<file path="config.mk">
export PLATFORM = sky130hd
export DESIGN_NAME = int_sample_ctrl
export DESIGN_NICKNAME = d
export VERILOG_FILES = /design/src/rtl/int_pkg.sv /design/src/rtl/int_channel.sv /design/src/rtl/int_sample_ctrl.sv
export SDC_FILE = /design/constraint.sdc
export NUM_CORES = 1
export LEC_CHECK = 0
export ABC_AREA = 1
export BUFFER_PORTS_ARGS = -buffer_cell sky130_fd_sc_hd__buf_2
export CAP_MARGIN = 25
export CORE_MARGIN = 4
export CORE_UTILIZATION = 30
export DETAILED_ROUTE_END_ITERATION = 16
export PLACE_DENSITY = 0.65
export SLEW_MARGIN = 20
export SYNTH_ARGS = -nofsm -noshare
export SYNTH_HDL_FRONTEND = slang
export SYNTH_HIERARCHICAL = 1
export SYNTH_SLANG_ARGS = --single-unit
</file>
<file path="constraint.sdc">
create_clock -name clk -period 1.2 [get_ports clk]
set_input_delay 0.24 -clock clk [delete_from_list [all_inputs] [get_ports clk]]
set_output_delay 0.24 -clock clk [all_outputs]
set_load 0.02 [all_outputs]
</file>
<file path="src/rtl/int_pkg.sv">
// Shared definitions for the interrupt sampler/controller: channel modes,
// controller FSM encoding and the default channel count.
package int_pkg;

  localparam int INT_N_CH_DEFAULT = 6;

  localparam logic MODE_EDGE  = 1'b0;
  localparam logic MODE_LEVEL = 1'b1;

  typedef enum logic [1:0] {
    ST_IDLE   = 2'd0,
    ST_REQ    = 2'd1,
    ST_ACTIVE = 2'd2
  } int_state_e;

endpackage

</file>
<file path="src/rtl/int_channel.sv">
// One interrupt channel: optional 2-flop synchroniser (INT_SYNC_EN), edge/level
// detection and the pending latch, which only an ack of this channel clears.
module int_channel
  import int_pkg::*;
(
  input  logic clk,
  input  logic rst_n,
  input  logic in_i,
  input  logic mode_i,
  input  logic ack_i,
  output logic pending_o
);

  logic in_s;
  logic in_prev_q;
  logic pending_q;
  logic pending_d;
  logic set_evt;

`ifdef INT_SYNC_EN
  logic sync1_q;
  logic sync2_q;

  always_ff @(posedge clk or negedge rst_n) begin
    if (!rst_n) begin
      sync1_q <= 1'b0;
      sync2_q <= 1'b0;
    end else begin
      sync1_q <= in_i;
      sync2_q <= sync1_q;
    end
  end

  assign in_s = sync2_q;
`else
  assign in_s = in_i;
`endif

  assign set_evt = (mode_i == MODE_EDGE) ? (in_s & ~in_prev_q) : in_s;

  // A set in the same cycle as the ack keeps the channel pending.
  assign pending_d = set_evt | (pending_q & ~ack_i);

  always_ff @(posedge clk or negedge rst_n) begin
    if (!rst_n) begin
      in_prev_q <= 1'b0;
      pending_q <= 1'b0;
    end else begin
      in_prev_q <= in_s;
      pending_q <= pending_d;
    end
  end

  assign pending_o = pending_q;

endmodule

</file>
<file path="src/rtl/int_sample_ctrl.sv">
// N-channel interrupt sampler/controller: per-channel pending latches, mask,
// lowest-index-wins priority and a request/ack/EOI FSM. INT_SYNC_EN adds input sync.
module int_sample_ctrl
  import int_pkg::*;
#(
  parameter int N_CH = INT_N_CH_DEFAULT,
  parameter int IDW  = $clog2(N_CH)
) (
  input  logic            clk,
  input  logic            rst_n,
  input  logic [N_CH-1:0] int_in,
  input  logic [N_CH-1:0] int_mode,
  input  logic [N_CH-1:0] int_mask,
  input  logic            int_ack,
  input  logic            int_eoi,
  output logic            int_req,
  output logic [IDW-1:0]  int_id,
  output logic [N_CH-1:0] int_pending,
  output logic            int_active,
  output logic [1:0]      dbg_state
);

  int_state_e      state_q, state_d;
  logic [IDW-1:0]  id_q, id_d;
  logic [N_CH-1:0] clr_vec;
  logic [N_CH-1:0] eligible;
  logic [N_CH-1:0] id_onehot;
  logic [IDW-1:0]  prio_id;
  logic            locked_ok;

  for (genvar g = 0; g < N_CH; g++) begin : g_ch
    int_channel u_ch (
      .clk       (clk),
      .rst_n     (rst_n),
      .in_i      (int_in[g]),
      .mode_i    (int_mode[g]),
      .ack_i     (clr_vec[g]),
      .pending_o (int_pending[g])
    );
  end

  assign eligible = int_pending & int_mask;

  always_comb begin
    prio_id   = '0;
    id_onehot = '0;
    for (int i = N_CH - 1; i >= 0; i--) begin
      if (eligible[i]) prio_id = IDW'(i);
    end
    for (int i = 0; i < N_CH; i++) begin
      id_onehot[i] = (id_q == IDW'(i));
    end
  end

  assign locked_ok = |(eligible & id_onehot);

  // Handshake: int_req/int_id are held while in REQ; a 1-cycle int_ack there
  // takes the request, a 1-cycle int_eoi in ACTIVE ends service. Pulses in
  // any other state are ignored.
  always_comb begin
    state_d = state_q;
    id_d    = id_q;
    clr_vec = '0;
    unique case (state_q)
      ST_IDLE: begin
        if (|eligible) begin
          state_d = ST_REQ;
          id_d    = prio_id;
        end
      end
      ST_REQ: begin
        if (int_ack) begin
          clr_vec = id_onehot;
          state_d = ST_ACTIVE;
        end else if (!locked_ok) begin
          state_d = ST_IDLE;
        end
      end
      ST_ACTIVE: begin
        if (int_eoi) state_d = ST_IDLE;
      end
      default: state_d = ST_IDLE;
    endcase
  end

  always_ff @(posedge clk or negedge rst_n) begin
    if (!rst_n) begin
      state_q <= ST_IDLE;
      id_q    <= '0;
    end else begin
      state_q <= state_d;
      id_q    <= id_d;
    end
  end

  assign int_req    = (state_q == ST_REQ);
  assign int_active = (state_q == ST_ACTIVE);
  assign int_id     = id_q;
  assign dbg_state  = state_q;

endmodule

</file>
==> reports/qor.yml, run 1 <==
global_routing:
  gr-max-usage-layer: "met2"
  grtUsageMet3: 0.0468
  use_met1: 0.152
  grt_use_total: 0.127
  grt_max_degree: 18
  antenna_found_initial: 0
  grtUsageMet2: 0.215
  first_global_vias: 789
  gr-total-overflow: 0
  grt_pass1_wl_um: 3420
sta:
  tightest_slew_ns: 0.399
  period_needed_ns: 1.24
  setup_violations: 2
  tns_ns: -0.0756
  rsz0062_at_grt: "yes"
  slew_viol_final: 0
  hold_violations: 0
  setup_ws_ns: -0.0385
  fmax_mhz: 807
  max_slew_margin: 0.734
  post-route-period-util: 1.03
  fin_skew_ns: 0.00249
critical_path:
  end_kind: "output pin"
  critPathSlowestCell: "dfrtp_2"
  required_ns: 0.96
  arrival_ns: 1.00
  crit_chain: "inv_2 > nor2_1 > buf_4"
  crit_type: "reg2out"
  start_kind: "flop"
  slowest_delay_ns: 0.46
  crit_fanout: 5
pwr:
  swShare: 0.445
  seqPwrFrac: 0.346
  pwr-share-comb: 0.536
  clkPwrFrac: 0.118
  p_int_mw: 1.45
  power_switching_mw: 1.16
  p_leak_nw: 0.616
  powerDensity_mw_per_mm2: 2190
  peakVddDrop_v: 0.00131
route:
  via_per_inst: 4.45
  drc: 0
  drt_first_pass_iters: 4
  vias: 828
  wl_um: 2030
  wl_per_cell_um: 10.9
  ant_nets: 0
  drt_iter0_markers: 25
synthesis:
  synth_area_um2: 827
  syn_inst: 111
  synthTopCellsByArea: "dfrtp_1 (51%), nand2_1 (18%), nor2_1 (7.3%), inv_1 (6.8%), nand2_2 (3.8%)"
  synth_largest_area_cell: "dfrtp_1"
  synth.most_common_cell: "nand2_1"
  ys_seq_area_frac: 0.514
  synth.distinct_cells: 15
  yosysWarnings: 6
  synth_top_area_frac: 0.514
  synth_edf_count: 0
  ys_top_cells_by_count: "nand2_1 (40), dfrtp_1 (17), nor2_1 (16)"
  ys.flop_type: "dfrtp_1"
  syn_area_per_cell_um2: 7.45
  async_flop_share: 1.00
  ys_ff_latch: 17
  syn_nets: 133
die:
  die_y_um: 60.5
  ios: 35
  dieArea_mm2: 0.00366
  start_util: 0.325
  fp.dieW_um: 60.5
  rows: 18
  core_mm2: 0.00254
final_layout:
  utilization: 0.468
  diodes: 0
  fillers: 264
  syn_to_final_growth_pct: 44.0
  stdcell_count: 186
  final_nets: 179
  layout-drive-gt1-share: 0.436
  design_area_mm2: 0.00119
clock_tree:
  clock_path_buffers: 2
  numClockSinks: 17
  cts_tree: "built"
  cts_max_level: 1
  clock_latency_ns: 0.29
  cts_made_buffers: 3
  clk_pin_slew_worst_paths_ns: 0.10
  cts_root_buffer: "clkbuf_4"
place:
  dp_slack_ns: 0.101
  place_area_mm2: 0.00104
  dp.cells: 175
  place_hpwl_um: 1490
  routabilityCongestion: 0.851
  port_buffers: 34
outcome:
  status: "complete, but fails checks"
  violations: "setup timing"
hold_path:
  hp-class: "in2reg"
job:
  cap_violations: 0
[final cells by class]
cell class / count / area [µm²] / share of cell area
Inverter: 17 / 63.8 / 0.0536
Timing Repair Buffer: 41 / 246 / 0.207
Tap cell: 30 / 37.5 / 0.0315
Clock buffer: 4 / 26.3 / 0.0221
Sequential cell: 17 / 430 / 0.361
Multi-Input combinational cell: 77 / 387 / 0.325
[worst paths after layout]
path                            cells after the start                     end  slack, ns                    from
worst min-delay path                                1  g_ch[3].u_ch/in_prev_q       0.06               int_in[3]
max in group asynchronous                           2            dbg_state[0]       0.49                   rst_n
worst min register to register                      3  g_ch[2].u_ch/pending_o       0.49  g_ch[2].u_ch/in_prev_q
min in group asynchronous                           2  g_ch[2].u_ch/pending_o       0.40                   rst_n
worst max-delay path                                3              int_active      -0.04            dbg_state[1]
worst max register to register                      7               int_id[0]       0.04            dbg_state[0]
[timing repair]
item,CTS,global route
endpoints found under the setup margin,5,13
pin swaps,1,2
hold buffers,1,0
resized for setup,9,15
hold endpoints to repair,17,0
setup buffers,4,2
[sequential cells by signal, indices dropped and copies added (netlist names)]
| name | count |
|---|---|
| g_ch.u_ch/in_prev_q | 6 |
| g_ch.u_ch/pending_o | 6 |
| dbg_state | 2 |
| int_id | 3 |
[critical path: cells and delay by family, from the launching register on]
kind / cells / cell delay, ns
flops: 1 / 0.46
buf+inv: 2 / 0.22
simple gates: 1 / 0.03
[layer usage]
metal / part of all wire / vias up
met5: 0 / -
met4: 0.011 / 0
met3: 0.070 / 5
met2: 0.49 / 24
met1: 0.43 / 373
li1: - / 426
[logic make-up after synthesis]
family / count (synthesis) / share of synthesized area
buf+inv: 17 / 0.0772
compound gates: 4 / 0.0348
simple gates: 73 / 0.374
flops: 17 / 0.514
[metrics by stage]
| stage | hold WS [ns] | power [mW] |
|---|---|---|
| final | 0.0596 | 2.61 |
| after global routing | 0.0298 | 2.84 |
| after CTS | 0.0445 | 2.42 |
| after detailed placement | 0.189 | 1.91 |
| after global placement | 0.179 | 1.90 |
| after floorplan | -0.0556 | 1.58 |
[power groups by stage]
stage               registers [mW]  logic [mW]  clock network (mW)
floorplan                     1.02       0.565                   0
global placement             0.874        1.02                   0
detailed placement           0.884        1.03                   0
CTS                          0.881        1.20               0.334
global route                 0.926        1.54               0.371
finish                       0.903        1.40               0.308
[cells in the final DEF (no fill, tap or decap), types with 3 or more instances in the layout]
cell      netlist  routed
nor2_2          3       6
dfrtp_1        17      13
nor2_1         16      10
buf_6           0       3
nand2_1        40      38
dfrtp_2         0       4
nand2_2         5       6
clkbuf_4        0       3
nor2_4          0       3
buf_2           0      30
buf_4           0       7
inv_2           2       4
inv_1          15      13
nand3_1         6       6
Power figures use the tool's default switching activity.
==> inputs of run 2 (changes only) <==
- PLACE_DENSITY: 0.65 -> 0.67
- clock period: 1.2 -> 1.1 ns (I/O delays scaled with it)
==> run 2 against run 1 <==
- the run still ends with setup timing left
- clock-buffer cell count stayed put
- design area grew 3.6%
- critical path depth unchanged
- highest routed layer unchanged
==> reports/qor.yml, run 2 (same netlist as run 1, synthesis figures left out) <==
outcome:
  status: "complete, but fails checks"
  violations: "setup timing"
final_layout:
  final_common_cell: "nand2_1"
  layout-drive-gt1-share: 0.446  # +0.00996
  syn_to_final_growth_pct: 49.2
  final_nets: 180  # +0.56%
  layout_common_cells: "nand2_1 (35), buf_2 (24), nor2_1 (14), dfrtp_1 (14), inv_1 (12)"
  utilization: 0.485  # +0.0167
  diodes: 0  # unchanged
  fillers: 261  # -1.1%
critical_path:
  crit_fanout: 4  # -1
  end_kind: "output pin"
  r2r_slack_ns: -0.05  # -0.09 ns
  crit_chain: "inv_2 > nor2_4 > buf_6"
  cp_top_family: "flip-flops"
  r2r_cells: 7  # unchanged
  worstReg2RegStart: "dbg_state[0]"
  required_ns: 0.88  # -0.08 ns
  slowest_delay_ns: 0.41  # -0.05 ns
  r2r-end: "int_id[0]"
  path_buf_inv: 2  # unchanged
  arrival_ns: 1.00  # about the same
  critPathSlowestCell: "dfrtp_2"
  crit_type: "reg2out"
  start_kind: "flop"
pwr:
  p_leak_nw: 0.645  # +4.7%
  peakVddDrop_v: 0.00137  # +5.1%
  powerDensity_mw_per_mm2: 2360  # +7.7%
  p_total_mw: 2.91  # +12%
route:
  drc: 0  # unchanged
  wl_per_cell_um: 10.8  # -0.58%
  vias: 816  # -1.4%
  wl_um: 2030  # about the same
  drt_first_pass_iters: 4  # unchanged
  via_per_inst: 4.36  # -2.0%
  drt_iter0_markers: 12  # -52%
  ant_nets: 0  # unchanged
hold_path:
  min_from: "int_in[5]"
  min_to: "g_ch[5].u_ch/in_prev_q"
  hp-class: "in2reg"
  hold_depth: 1  # unchanged
job:
  cap_violations: 0  # unchanged
sta:
  fin_skew_ns: 0.00400  # +0.00151 ns
  fmax_mhz: 819
  tightest_slew_ns: 0.385  # -0.0142 ns
  max_slew_margin: 0.743  # +0.00944
  setup_ws_ns: -0.121  # -0.0822 ns
  post-route-period-util: 1.11
  slew_viol_final: 0  # unchanged
  setup_violations: 8  # +6
  rsz0062_at_grt: "yes"
  hold_violations: 0  # unchanged
  period_needed_ns: 1.22
die:
  rows: 18  # unchanged
  core_mm2: 0.00254  # unchanged
  ios: 35  # unchanged
  die_y_um: 60.5  # unchanged
  fp.dieW_um: 60.5  # unchanged
  start_util: 0.325  # unchanged
  dieArea_mm2: 0.00366  # unchanged
global_routing:
  grt_use_total: 0.116  # -0.0116
  first_global_vias: 786  # -0.38%
  gr-total-overflow: 0  # unchanged
  antenna_found_initial: 0  # unchanged
  grt_pass1_wl_um: 3090  # -9.7%
  grt_max_degree: 18  # unchanged
place:
  port_buffers: 34  # unchanged
  place_hpwl_um: 1480  # -0.42%
  routabilityCongestion: 0.823  # -3.2%
clock_tree:
  clock_latency_ns: 0.29  # about the same
  clk_pin_slew_worst_paths_ns: 0.10  # about the same
  cts_made_buffers: 3  # unchanged
  cts_tree: "built"
  cts_root_buffer: "clkbuf_4"
  cts_max_level: 1  # unchanged
  clock_path_buffers: 2  # unchanged
  numClockSinks: 17  # unchanged
run 2: final cells by class:
type | instances | area, µm² | area share
inverter | 17 | 63.8 | 0.0517
tap | 30 | 37.5 | 0.0304
clock buffer | 4 | 26.3 | 0.0213
timing repair buffer | 42 | 299 | 0.242
multi-input combinational | 77 | 378 | 0.306
sequential | 17 | 429 | 0.348
run 2: per-stage QoR:
stage               setup WS [ns]  std cells  hold WS, ns  TNS, ns  area (µm²)
floorplan                 -0.0357        111      -0.0756   -0.213         835
global placement           0.0421        175        0.162        0        1040
detailed placement         0.0364        175        0.168        0        1040
CTS                        -0.122        185       0.0332   -0.357        1150
global route               -0.167        187       0.0182    -1.29        1230
finish                     -0.121        187       0.0384   -0.523        1230
run 2: per-layer routing:
layer | track usage | part of all wire
met1 | 0.118 | 0.37
met2 | 0.218 | 0.55
met3 | 0.0426 | 0.074
met4 | 0.0372 | 0.011
met5 | 0 | 0
run 2: power by group:
part	total (mW)	internal, mW	switching [mW]	leakage, nW
Combinational	1.61	0.730	0.883	0.446
Clock	0.333	0.141	0.191	0.0150
Sequential	0.965	0.781	0.184	0.184
run 2: worst max path at each step:
stage / startpoint / depth (start not counted) / to / slack, ns
after floorplan: dbg_state[0] / 7 / g_ch[5].u_ch/pending_o / -0.04
after global placement: dbg_state[1] / 6 / int_id[0] / 0.04
after detailed placement: int_id[0] / 7 / dbg_state[0] / 0.04
after CTS: dbg_state[1] / 3 / int_active / -0.12
after global routing: dbg_state[0] / 3 / int_req / -0.17
final: dbg_state[0] / 3 / int_req / -0.12
run 2: repair_timing:
item | 4_1_cts | 5_1_grt
pin swaps | 1 | 4
gates resized for setup | 13 | 23
hold buffers | 1 | 0
hold endpoints to repair | 17 | 0
buffers inserted | 5 | 2
setup endpoints to repair | 9 | 20
==> inputs of run 3 (changes only) <==
- PLACE_DENSITY: 0.67 -> 0.68
==> run 3 against run 2 <==
- critical endpoint unchanged
- the flow still finishes with violations (setup timing)
- clock skew down 0.0010 ns
- design area up 4.3%
- final cell count up 2.1%
- first-iteration DRC count up 25%
- clock power about the same
- combinational power up 9.9%
- sequential share of layout area down 1.2 points
- wire length up 12%
- register-to-register slack worse by 0.06 ns
- critical path type unchanged
- sequential power up 5%
- setup slack worse by 0.015 ns
- highest routed layer unchanged
==> reports/qor.yml, run 3 (same netlist as run 1, synthesis figures left out) <==
outcome:
  status: "complete, but fails checks"
  violations: "setup timing"
clock_tree:
  clock_path_buffers: 2  # unchanged
  clk_pin_slew_worst_paths_ns: 0.09  # about the same
  clock_latency_ns: 0.29  # about the same
  numClockSinks: 17  # unchanged
  cts_made_buffers: 3  # unchanged
  cts_tree: "built"
  cts_max_level: 1  # unchanged
  cts_root_buffer: "clkbuf_4"
place:
  place_hpwl_um: 1510  # +1.8%
  routabilityCongestion: 0.918  # +12%
  dp_slack_ns: 0.0254  # -0.0110 ns
  port_buffers: 34  # unchanged
sta:
  rsz0062_at_grt: "yes"
  setup_violations: 13  # +5
  max_slew_margin: 0.741  # -0.00192
  hold_violations: 0  # unchanged
  fmax_mhz: 809  # -1.2%
  tightest_slew_ns: 0.388  # +0.00289 ns
  fin_skew_ns: 0.00300  # -0.00101 ns
  period_needed_ns: 1.24  # +0.0153 ns
  post-route-period-util: 1.12  # +0.0139
  slew_viol_final: 0  # unchanged
  setup_ws_ns: -0.136  # -0.0153 ns
global_routing:
  first_global_vias: 826  # +5.1%
  antenna_found_initial: 0  # unchanged
  gr-total-overflow: 0  # unchanged
  grt_pass1_wl_um: 3380  # +9.4%
  grt_max_degree: 18  # unchanged
  grt_use_total: 0.126  # +0.0104
route:
  vias: 853  # +4.5%
  ant_nets: 0  # unchanged
  drt_first_pass_iters: 4  # unchanged
  drc: 0  # unchanged
  wl_um: 2270  # +12%
  drt_iter0_markers: 15  # +3
  wl_per_cell_um: 11.9  # +9.8%
  via_per_inst: 4.47  # +2.3%
pwr:
  peakVddDrop_v: 0.00151  # +10%
  p_leak_nw: 0.667  # +3.5%
  powerDensity_mw_per_mm2: 2420  # +2.6%
critical_path:
  crit_path_end: "int_req"
  crit_chain: "inv_2 > nor2_4 > buf_6"
  start_kind: "flop"
  startpoint: "dbg_state[0]"
  crit_fanout: 5  # +1
  slowest_delay_ns: 0.41  # about the same
  r2r_cells: 6  # -1
  required_ns: 0.88  # about the same
  critPathSlowestCell: "dfrtp_2"
  worstReg2RegStart: "int_id[0]"
  end_kind: "output pin"
  r2r-end: "dbg_state[0]"
  crit_type: "reg2out"
  r2r_slack_ns: -0.11  # -0.06 ns
  arrival_ns: 1.02  # +0.02 ns
die:
  start_util: 0.325  # unchanged
  core_mm2: 0.00254  # unchanged
  rows: 18  # unchanged
  ios: 35  # unchanged
  die_y_um: 60.5  # unchanged
  dieArea_mm2: 0.00366  # unchanged
  fp.dieW_um: 60.5  # unchanged
final_layout:
  layout_common_cells: "nand2_1 (37), buf_2 (23), nor2_1 (15), buf_6 (14)"
  syn_to_final_growth_pct: 55.5
  fillers: 262  # +0.38%
  utilization: 0.505  # +0.0206
  layout-drive-gt1-share: 0.466  # +0.0200
  final_nets: 184  # +2.2%
  final_common_cell: "nand2_1"
  diodes: 0  # unchanged
job:
  cap_violations: 0  # unchanged
hold_path:
  hp-class: "in2reg"
-- run 3: worst min-delay path by stage --
stage	from	to	slack, ns	cells after the start
2_1_floorplan	rst_n	dbg_state[0]	-0.08	0
3_3_place_gp	rst_n	g_ch[3].u_ch/in_prev_q	0.16	1
3_5_place_dp	rst_n	g_ch[3].u_ch/in_prev_q	0.17	1
4_1_cts	int_in[5]	g_ch[5].u_ch/in_prev_q	0.02	1
5_1_grt	int_in[4]	g_ch[4].u_ch/in_prev_q	0.02	1
6_report	int_in[5]	g_ch[5].u_ch/in_prev_q	0.04	1
-- run 3: final cells by class --
| type | count | area, µm² | area share |
|---|---|---|---|
| Clock buffer | 4 | 26.3 | 0.0204 |
| Inverter | 17 | 66.3 | 0.0516 |
| Multi-Input combinational cell | 77 | 382 | 0.297 |
| Sequential cell | 17 | 432 | 0.336 |
| Tap cell | 30 | 37.5 | 0.0292 |
| Timing Repair Buffer | 46 | 343 | 0.267 |
-- run 3: timing repair --
action	4_1_cts	5_1_grt
resized for setup	19	23
setup endpoints to repair	13	23
setup buffers	8	3
hold endpoints to repair	17	0
pin swaps	4	8
hold buffers	1	0
-- run 3: metrics by stage --
stage	hold WS [ns]	cell area, µm²	TNS, ns	power, mW	std cells
floorplan	-0.0756	835	-0.213	1.74	111
detailed placement	0.169	1040	0	2.10	175
global placement	0.162	1040	0	2.07	175
global route	0.0167	1290	-1.67	3.34	191
finish	0.0385	1290	-0.622	3.11	191
CTS	0.0225	1200	-0.504	2.84	188
-- run 3: where the power goes --
part           internal (mW)  switching [mW]
sequential             0.789           0.219
clock                  0.141           0.192
combinational          0.843           0.929
-- run 3: critical path: cells and delay by family, from the launching register on --
kind	cells	cell delay, ns
AND/OR/NAND/NOR	1	0.12
buffers and inverters	2	0.19
flip-flops	1	0.41
-- run 3: metal layers --
layer / GRT usage / part of all wire
met4: 0.0248 / 0.012
met3: 0.0511 / 0.076
met5: 0 / 0
met1: 0.136 / 0.39
met2: 0.233 / 0.52
